<file path="config.mk">
export PLATFORM = sky130hd
export DESIGN_NAME = reg_file_sb_flat
export DESIGN_NICKNAME = d
export VERILOG_FILES = /design/src/rtl/reg_file_sb_if.sv /design/src/rtl/reg_file_sb.sv /design/src/flat_wrapper.sv
export SDC_FILE = /design/constraint.sdc
export NUM_CORES = 2
export LEC_CHECK = 0
export CAP_MARGIN = 10
export CORE_MARGIN = 5
export CORE_UTILIZATION = 55
export CTS_CLUSTER_DIAMETER = 80
export DETAILED_ROUTE_END_ITERATION = 16
export GPL_TIMING_DRIVEN = 0
export PLACE_DENSITY = 0.69
export SLEW_MARGIN = 20
export SYNTH_ARGS = -nofsm -noshare
export SYNTH_HDL_FRONTEND = slang
export SYNTH_SLANG_ARGS = --single-unit
</file>
<file path="constraint.sdc">
create_clock -name clk -period 14.62 [get_ports clk]
set_input_delay 3.655 -clock clk [delete_from_list [all_inputs] [get_ports clk]]
set_output_delay 3.655 -clock clk [all_outputs]
set_load 0.01 [all_outputs]
</file>
<file path="src/rtl/reg_file_sb_if.sv">
// Bus bundle for reg_file_sb: two read ports with busy flags, writeback
// port A (ALU/load), writeback port B (long-latency mul/div) and the
// reservation request/ready pair with the reserved-register count.
interface reg_file_sb_if #(
  parameter int NUMBER_OF_REGISTERS = 32,
  parameter int DATA_WIDTH          = 32
);
  localparam int AW = $clog2(NUMBER_OF_REGISTERS);

  logic [AW-1:0]         rs1_address_i;
  logic [DATA_WIDTH-1:0] rs1_data_o;
  logic                  rs1_busy_o;
  logic [AW-1:0]         rs2_address_i;
  logic [DATA_WIDTH-1:0] rs2_data_o;
  logic                  rs2_busy_o;
  logic                  rd_we_i;
  logic [AW-1:0]         rd_address_i;
  logic [DATA_WIDTH-1:0] rd_data_i;
  logic                  lw_we_i;
  logic [AW-1:0]         lw_address_i;
  logic [DATA_WIDTH-1:0] lw_data_i;
  logic                  rsv_valid_i;
  logic [AW-1:0]         rsv_address_i;
  logic                  rsv_ready_o;
  logic [AW:0]           busy_count_o;

  // Requester side: issue/decode/writeback logic.
  modport master (
    output rs1_address_i, rs2_address_i,
    output rd_we_i, rd_address_i, rd_data_i,
    output lw_we_i, lw_address_i, lw_data_i,
    output rsv_valid_i, rsv_address_i,
    input  rs1_data_o, rs1_busy_o, rs2_data_o, rs2_busy_o,
    input  rsv_ready_o, busy_count_o
  );

  // Register file side.
  modport slave (
    input  rs1_address_i, rs2_address_i,
    input  rd_we_i, rd_address_i, rd_data_i,
    input  lw_we_i, lw_address_i, lw_data_i,
    input  rsv_valid_i, rsv_address_i,
    output rs1_data_o, rs1_busy_o, rs2_data_o, rs2_busy_o,
    output rsv_ready_o, busy_count_o
  );
endinterface

</file>
<file path="src/rtl/reg_file_sb.sv">
// Integer register file with per-register scoreboard.
// Register 0 is hardwired zero. Port B (long-latency writeback) wins over
// port A on an address collision and is the only port that releases a
// reservation. Optional macro REGFILE_BYPASS_EN forwards same-cycle writes
// to the read ports and lets a releasing port B write satisfy a
// reservation in the same cycle.
module reg_file_sb #(
  parameter int NUMBER_OF_REGISTERS = 32,
  parameter int DATA_WIDTH          = 32
) (
  input  logic         clk,
  input  logic         rst,
  reg_file_sb_if.slave bus
);
  localparam int AW = $clog2(NUMBER_OF_REGISTERS);

  logic [DATA_WIDTH-1:0]          mem [NUMBER_OF_REGISTERS];
  logic [NUMBER_OF_REGISTERS-1:0] busy;
  logic [AW:0]                    busy_count;

  logic a_commit;
  logic b_commit;
  logic set_hit;
  logic clr_hit;

  // Decode which writes, reservations and releases take effect this edge.
  always_comb begin
    a_commit = bus.rd_we_i && (bus.rd_address_i != '0);
    b_commit = bus.lw_we_i && (bus.lw_address_i != '0);
    clr_hit  = bus.lw_we_i && busy[bus.lw_address_i];
    set_hit  = bus.rsv_valid_i && bus.rsv_ready_o && (bus.rsv_address_i != '0);
  end

  // Register storage; port B is assigned last so it wins a collision.
  always_ff @(posedge clk) begin
    if (rst) begin
      for (int i = 0; i < NUMBER_OF_REGISTERS; i++) mem[i] <= '0;
    end else begin
      if (a_commit) mem[bus.rd_address_i] <= bus.rd_data_i;
      if (b_commit) mem[bus.lw_address_i] <= bus.lw_data_i;
    end
  end

  // Scoreboard bits and reserved-register count; a set overrides a clear.
  always_ff @(posedge clk) begin
    if (rst) begin
      busy       <= '0;
      busy_count <= '0;
    end else begin
      if (clr_hit) busy[bus.lw_address_i]  <= 1'b0;
      if (set_hit) busy[bus.rsv_address_i] <= 1'b1;
      case ({set_hit, clr_hit})
        2'b10:   busy_count <= busy_count + 1'b1;
        2'b01:   busy_count <= busy_count - 1'b1;
        default: busy_count <= busy_count;
      endcase
    end
  end

  // Combinational read ports and reservation readiness.
  always_comb begin
    bus.rs1_data_o   = mem[bus.rs1_address_i];
    bus.rs2_data_o   = mem[bus.rs2_address_i];
    bus.rs1_busy_o   = busy[bus.rs1_address_i];
    bus.rs2_busy_o   = busy[bus.rs2_address_i];
    bus.rsv_ready_o  = (bus.rsv_address_i == '0) || !busy[bus.rsv_address_i];
    bus.busy_count_o = busy_count;
`ifdef REGFILE_BYPASS_EN
    if (a_commit && (bus.rd_address_i == bus.rs1_address_i)) bus.rs1_data_o = bus.rd_data_i;
    if (b_commit && (bus.lw_address_i == bus.rs1_address_i)) bus.rs1_data_o = bus.lw_data_i;
    if (a_commit && (bus.rd_address_i == bus.rs2_address_i)) bus.rs2_data_o = bus.rd_data_i;
    if (b_commit && (bus.lw_address_i == bus.rs2_address_i)) bus.rs2_data_o = bus.lw_data_i;
    if (bus.lw_we_i && (bus.lw_address_i == bus.rs1_address_i)) bus.rs1_busy_o = 1'b0;
    if (bus.lw_we_i && (bus.lw_address_i == bus.rs2_address_i)) bus.rs2_busy_o = 1'b0;
    if (clr_hit && (bus.lw_address_i == bus.rsv_address_i)) bus.rsv_ready_o = 1'b1;
`endif
  end
endmodule

</file>
<file path="src/flat_wrapper.sv">
// flat-port wrapper written by rule: the top's interface ports become plain ports
module reg_file_sb_flat 
#(
  parameter int NUMBER_OF_REGISTERS = 32,
  parameter int DATA_WIDTH          = 32
)
  (clk, rst, bus_rs1_address_i, bus_rs2_address_i, bus_rd_we_i, bus_rd_address_i, bus_rd_data_i, bus_lw_we_i, bus_lw_address_i, bus_lw_data_i, bus_rsv_valid_i, bus_rsv_address_i, bus_rs1_data_o, bus_rs1_busy_o, bus_rs2_data_o, bus_rs2_busy_o, bus_rsv_ready_o, bus_busy_count_o);
  reg_file_sb_if #(.NUMBER_OF_REGISTERS(NUMBER_OF_REGISTERS), .DATA_WIDTH(DATA_WIDTH)) bus_i ();
  input  logic clk;
  input  logic rst;
  input wire logic [$bits(bus_i.rs1_address_i)-1:0] bus_rs1_address_i;
  input wire logic [$bits(bus_i.rs2_address_i)-1:0] bus_rs2_address_i;
  input wire logic [$bits(bus_i.rd_we_i)-1:0] bus_rd_we_i;
  input wire logic [$bits(bus_i.rd_address_i)-1:0] bus_rd_address_i;
  input wire logic [$bits(bus_i.rd_data_i)-1:0] bus_rd_data_i;
  input wire logic [$bits(bus_i.lw_we_i)-1:0] bus_lw_we_i;
  input wire logic [$bits(bus_i.lw_address_i)-1:0] bus_lw_address_i;
  input wire logic [$bits(bus_i.lw_data_i)-1:0] bus_lw_data_i;
  input wire logic [$bits(bus_i.rsv_valid_i)-1:0] bus_rsv_valid_i;
  input wire logic [$bits(bus_i.rsv_address_i)-1:0] bus_rsv_address_i;
  output wire logic [$bits(bus_i.rs1_data_o)-1:0] bus_rs1_data_o;
  output wire logic [$bits(bus_i.rs1_busy_o)-1:0] bus_rs1_busy_o;
  output wire logic [$bits(bus_i.rs2_data_o)-1:0] bus_rs2_data_o;
  output wire logic [$bits(bus_i.rs2_busy_o)-1:0] bus_rs2_busy_o;
  output wire logic [$bits(bus_i.rsv_ready_o)-1:0] bus_rsv_ready_o;
  output wire logic [$bits(bus_i.busy_count_o)-1:0] bus_busy_count_o;
  assign bus_i.rs1_address_i = bus_rs1_address_i;
  assign bus_i.rs2_address_i = bus_rs2_address_i;
  assign bus_i.rd_we_i = bus_rd_we_i;
  assign bus_i.rd_address_i = bus_rd_address_i;
  assign bus_i.rd_data_i = bus_rd_data_i;
  assign bus_i.lw_we_i = bus_lw_we_i;
  assign bus_i.lw_address_i = bus_lw_address_i;
  assign bus_i.lw_data_i = bus_lw_data_i;
  assign bus_i.rsv_valid_i = bus_rsv_valid_i;
  assign bus_i.rsv_address_i = bus_rsv_address_i;
  assign bus_rs1_data_o = bus_i.rs1_data_o;
  assign bus_rs1_busy_o = bus_i.rs1_busy_o;
  assign bus_rs2_data_o = bus_i.rs2_data_o;
  assign bus_rs2_busy_o = bus_i.rs2_busy_o;
  assign bus_rsv_ready_o = bus_i.rsv_ready_o;
  assign bus_busy_count_o = bus_i.busy_count_o;
  reg_file_sb #(.NUMBER_OF_REGISTERS(NUMBER_OF_REGISTERS), .DATA_WIDTH(DATA_WIDTH)) u_core (.clk(clk), .rst(rst), .bus(bus_i));
endmodule
</file>
==> impl_metrics.env <==
export IMPL_multi_input_area_um2=27130
export IMPL_die_x_um=341.8
export IMPL_tns_ns=0
export IMPL_std_cell_rows=121
export IMPL_yosys_area_share_simple_pct=1.638
export IMPL_ys_top_cells_by_area="edfxtp_1, mux4_2, a22o_1, clkbuf_1, dfxtp_1"
export IMPL_ios=167
export IMPL_yosysTopAreaCell="edfxtp_1"
export IMPL_crit_type="primary input to output port"
export IMPL_post_cts_setup_buffer_count=0
export IMPL_post_route_util_pct=63.68
export IMPL_layout_common_cells="edfxtp_1, a22o_1, mux4_2, clkbuf_1, clkdlybuf4s50_1"
export IMPL_grt_max_degree=33
export IMPL_startpoint_type="primary input"
export IMPL_dieArea_um2=116800
export IMPL_vias=45330
export IMPL_grt_pass1_wl_um=337000
export IMPL_avgSynthCellArea_um2=16.21
export IMPL_postCtsHoldBufs=0
export IMPL_antenna_found_initial=10
export IMPL_cts_sinks=1062
export IMPL_firstDrtPassIters=9
export IMPL_synthArstFlopShare_pct=0
export IMPL_netlist_instances=3735
export IMPL_cts_buffers=113
export IMPL_rsz0062_at_grt="no"
export IMPL_coreArea_um2=109200
export IMPL_fin_crit_sh_pct=77.18
export IMPL_synthMuxAreaShare_pct=26.42
export IMPL_dpl_worst_slack_ns=3.637
export IMPL_drive_gt1_share_pct=26.51
export IMPL_maxCapViolations=1
export IMPL_ys_seq_elements=1062
export IMPL_slew_headroom_pct=-1.025
export IMPL_slew_viol_final=6
export IMPL_cellPowerDensity_nw_per_um2=111.5
export IMPL_clk_latency_ns=0.72
export IMPL_via_per_inst=8.002
export IMPL_yosysTopAreaCellShare_pct=50.77
export IMPL_finalHoldViolCount=0
export IMPL_min_delay_path_class="register to register"
export IMPL_synth_xor_area_share_pct=0.07231
export IMPL_layout_commonest_cell="edfxtp_1"
export IMPL_setup_viol=0
export IMPL_crit_path_end_kind="output port"
export IMPL_register_area_um2=31510
export IMPL_grtUsageMet1_pct=51.22
export IMPL_setup_ws_ns=3.337
export IMPL_ant_nets=0
export IMPL_slowest_stage="clkbuf_1"
export IMPL_slowest_delay_ns=0.82
export IMPL_synth_fa_ha_area_share_pct=0.06198
export IMPL_gr_usage_all_layers_pct=41.47
export IMPL_leakage_nw=22.63
export IMPL_h_tree_depth=3
export IMPL_grt_met2_usage_pct=61.23
export IMPL_crit_required_ns=10.97
export IMPL_cts_resized=0
export IMPL_place_congestion=1.014
export IMPL_hpwl_um=180900
export IMPL_dieHeight_um=341.8
export IMPL_drt_iter0_drc=7616
export IMPL_port_buffers=149
export IMPL_irDropWorstVdd_mv=0.1469
export IMPL_use_met3_pct=12.86
export IMPL_start_util_pct=55.48
export IMPL_synth_edf_count=1024
export IMPL_clkTransAtPathRegs_ns=0.06
export IMPL_wl_per_cell_um=43.45
export IMPL_synth_compound_area_share_pct=15.77
export IMPL_syn_cell_area_um2=60560
export IMPL_top_usage_layer="met2"
export IMPL_ys_seq_area_share_pct=52.03
export IMPL_synth_cell_types=56
export IMPL_cp_arrival_ns=7.63
export IMPL_fin_crit_ns=11.28
export IMPL_routed_wl_um=246100
export IMPL_violations="max-capacitance violations, max-slew violations"
export IMPL_synthToLayoutAreaGrowth_pct=14.78
export IMPL_cts_root_buffer="clkbuf_16"
export IMPL_grt_overflow_total=0
export IMPL_cp_max_fo=10
export IMPL_nets=4183
export IMPL_tightest_slew_ns=1.504
export IMPL_synth_top_family_by_area="multiplexers"
export IMPL_cts_max_path_buffers=3
export IMPL_crit_chain="clkbuf_1, clkbuf_1, buf_2, mux4_2, mux4_2, mux2_2, clkdlybuf4s50_1"
export IMPL_tritoncts="done"
export IMPL_fin_total_pwr_mw=7.754
export IMPL_grt_pass1_vias=43640
export IMPL_synth_ff_type="edfxtp_1"
export IMPL_fin_skew_ns=0.006620
export IMPL_remaining_drc_errors=0
export IMPL_fmax_ghz=0.08863
export IMPL_ys_warn_count=0
export IMPL_fillers=7916
export IMPL_outcome="complete, but fails checks"
==> final timing paths <==
path	from	to	slack [ns]	cells after the start
max	bus_rs2_address_i[0]	bus_rs2_data_o[23]	3.34	7
min reg2reg	u_core.bus.busy_count_o[5]	u_core.bus.busy_count_o[5]	0.52	2
min	u_core.bus.busy_count_o[5]	u_core.bus.busy_count_o[5]	0.52	2
max reg2reg	u_core.busy[29]	u_core.bus.busy_count_o[4]	10.38	15
==> where the power goes <==
part | leakage, nW | switching, mW | internal [mW]
combinational | 10.8 | 0.707 | 0.533
clock | 1.76 | 1.28 | 1.63
sequential | 10.1 | 0.0924 | 3.51
==> kinds of logic after synthesis <==
kind of cell             after synthesis
adder cells (fa/ha/maj)                3
XOR/XNOR                               5
AO/OA/AOI/OAI                       1113
multiplexers                         749
buffers and inverters                605
AND/OR/NAND/NOR                      197
flip-flops                          1062
other                                  1
==> sequential cells by signal, summed over array words and instances (netlist names) <==
register	count
u_core.bus.busy_count_o	6
u_core.busy	32
u_core.mem	1024
==> critical path: cells and delay by family <==
family	cells	cell delay [ns]
buffers and inverters	4	2.28
multiplexers	3	1.67
==> per-layer routing <==
layer  vias up  part of all wire, %
met2      4430                   44
met5         -                0.082
li1      16930                    -
met1     22910                   32
met4        10                   11
met3      1049                   14
==> through the flow <==
step,std cells,area [um^2],hold WS (ns)
6_report,5664,69510,0.5197
4_1_cts,5659,69470,0.5242
5_1_grt,5659,69500,0.5395
2_1_floorplan,3766,60680,0.4669
3_3_place_gp,5391,64020,0.4999
3_5_place_dp,5447,65840,0.5028
==> cells in the mapped netlist, types with 2 or more instances <==
cell / n
nand2_1: 23
dfxtp_1: 38
nor3_1: 28
nor3_2: 6
nand3b_1: 8
buf_6: 2
edfxtp_1: 1024
nor2_1: 81
o211ai_1: 2
ha_1: 3
a22oi_1: 3
buf_1: 17
xor2_1: 4
or3_1: 6
inv_1: 29
clkbuf_1: 468
nand3_1: 10
mux4_1: 7
buf_2: 81
a32o_1: 2
or3b_2: 3
o32ai_1: 25
a22o_1: 993
a211oi_1: 20
mux4_2: 664
and3_1: 2
nor3b_1: 3
mux2i_1: 11
o21ai_0: 37
a21oi_1: 10
buf_4: 6
a2111oi_0: 7
mux2_2: 67
nor2b_1: 6
nand4_1: 5
nand2b_1: 8
o22ai_1: 7
==> final cells by class <==
class	instances	area share, %
Clock inverter	69	0.9540
Clock buffer	143	4.260
Sequential cell	1062	45.33
Inverter	30	0.1620
Antenna cell	5	0.01800
Tap cell	1476	2.657
Buffer	575	3.359
Multi-Input combinational cell	2099	39.03
Timing Repair Buffer	205	4.226
Power figures use the tool's default switching activity.
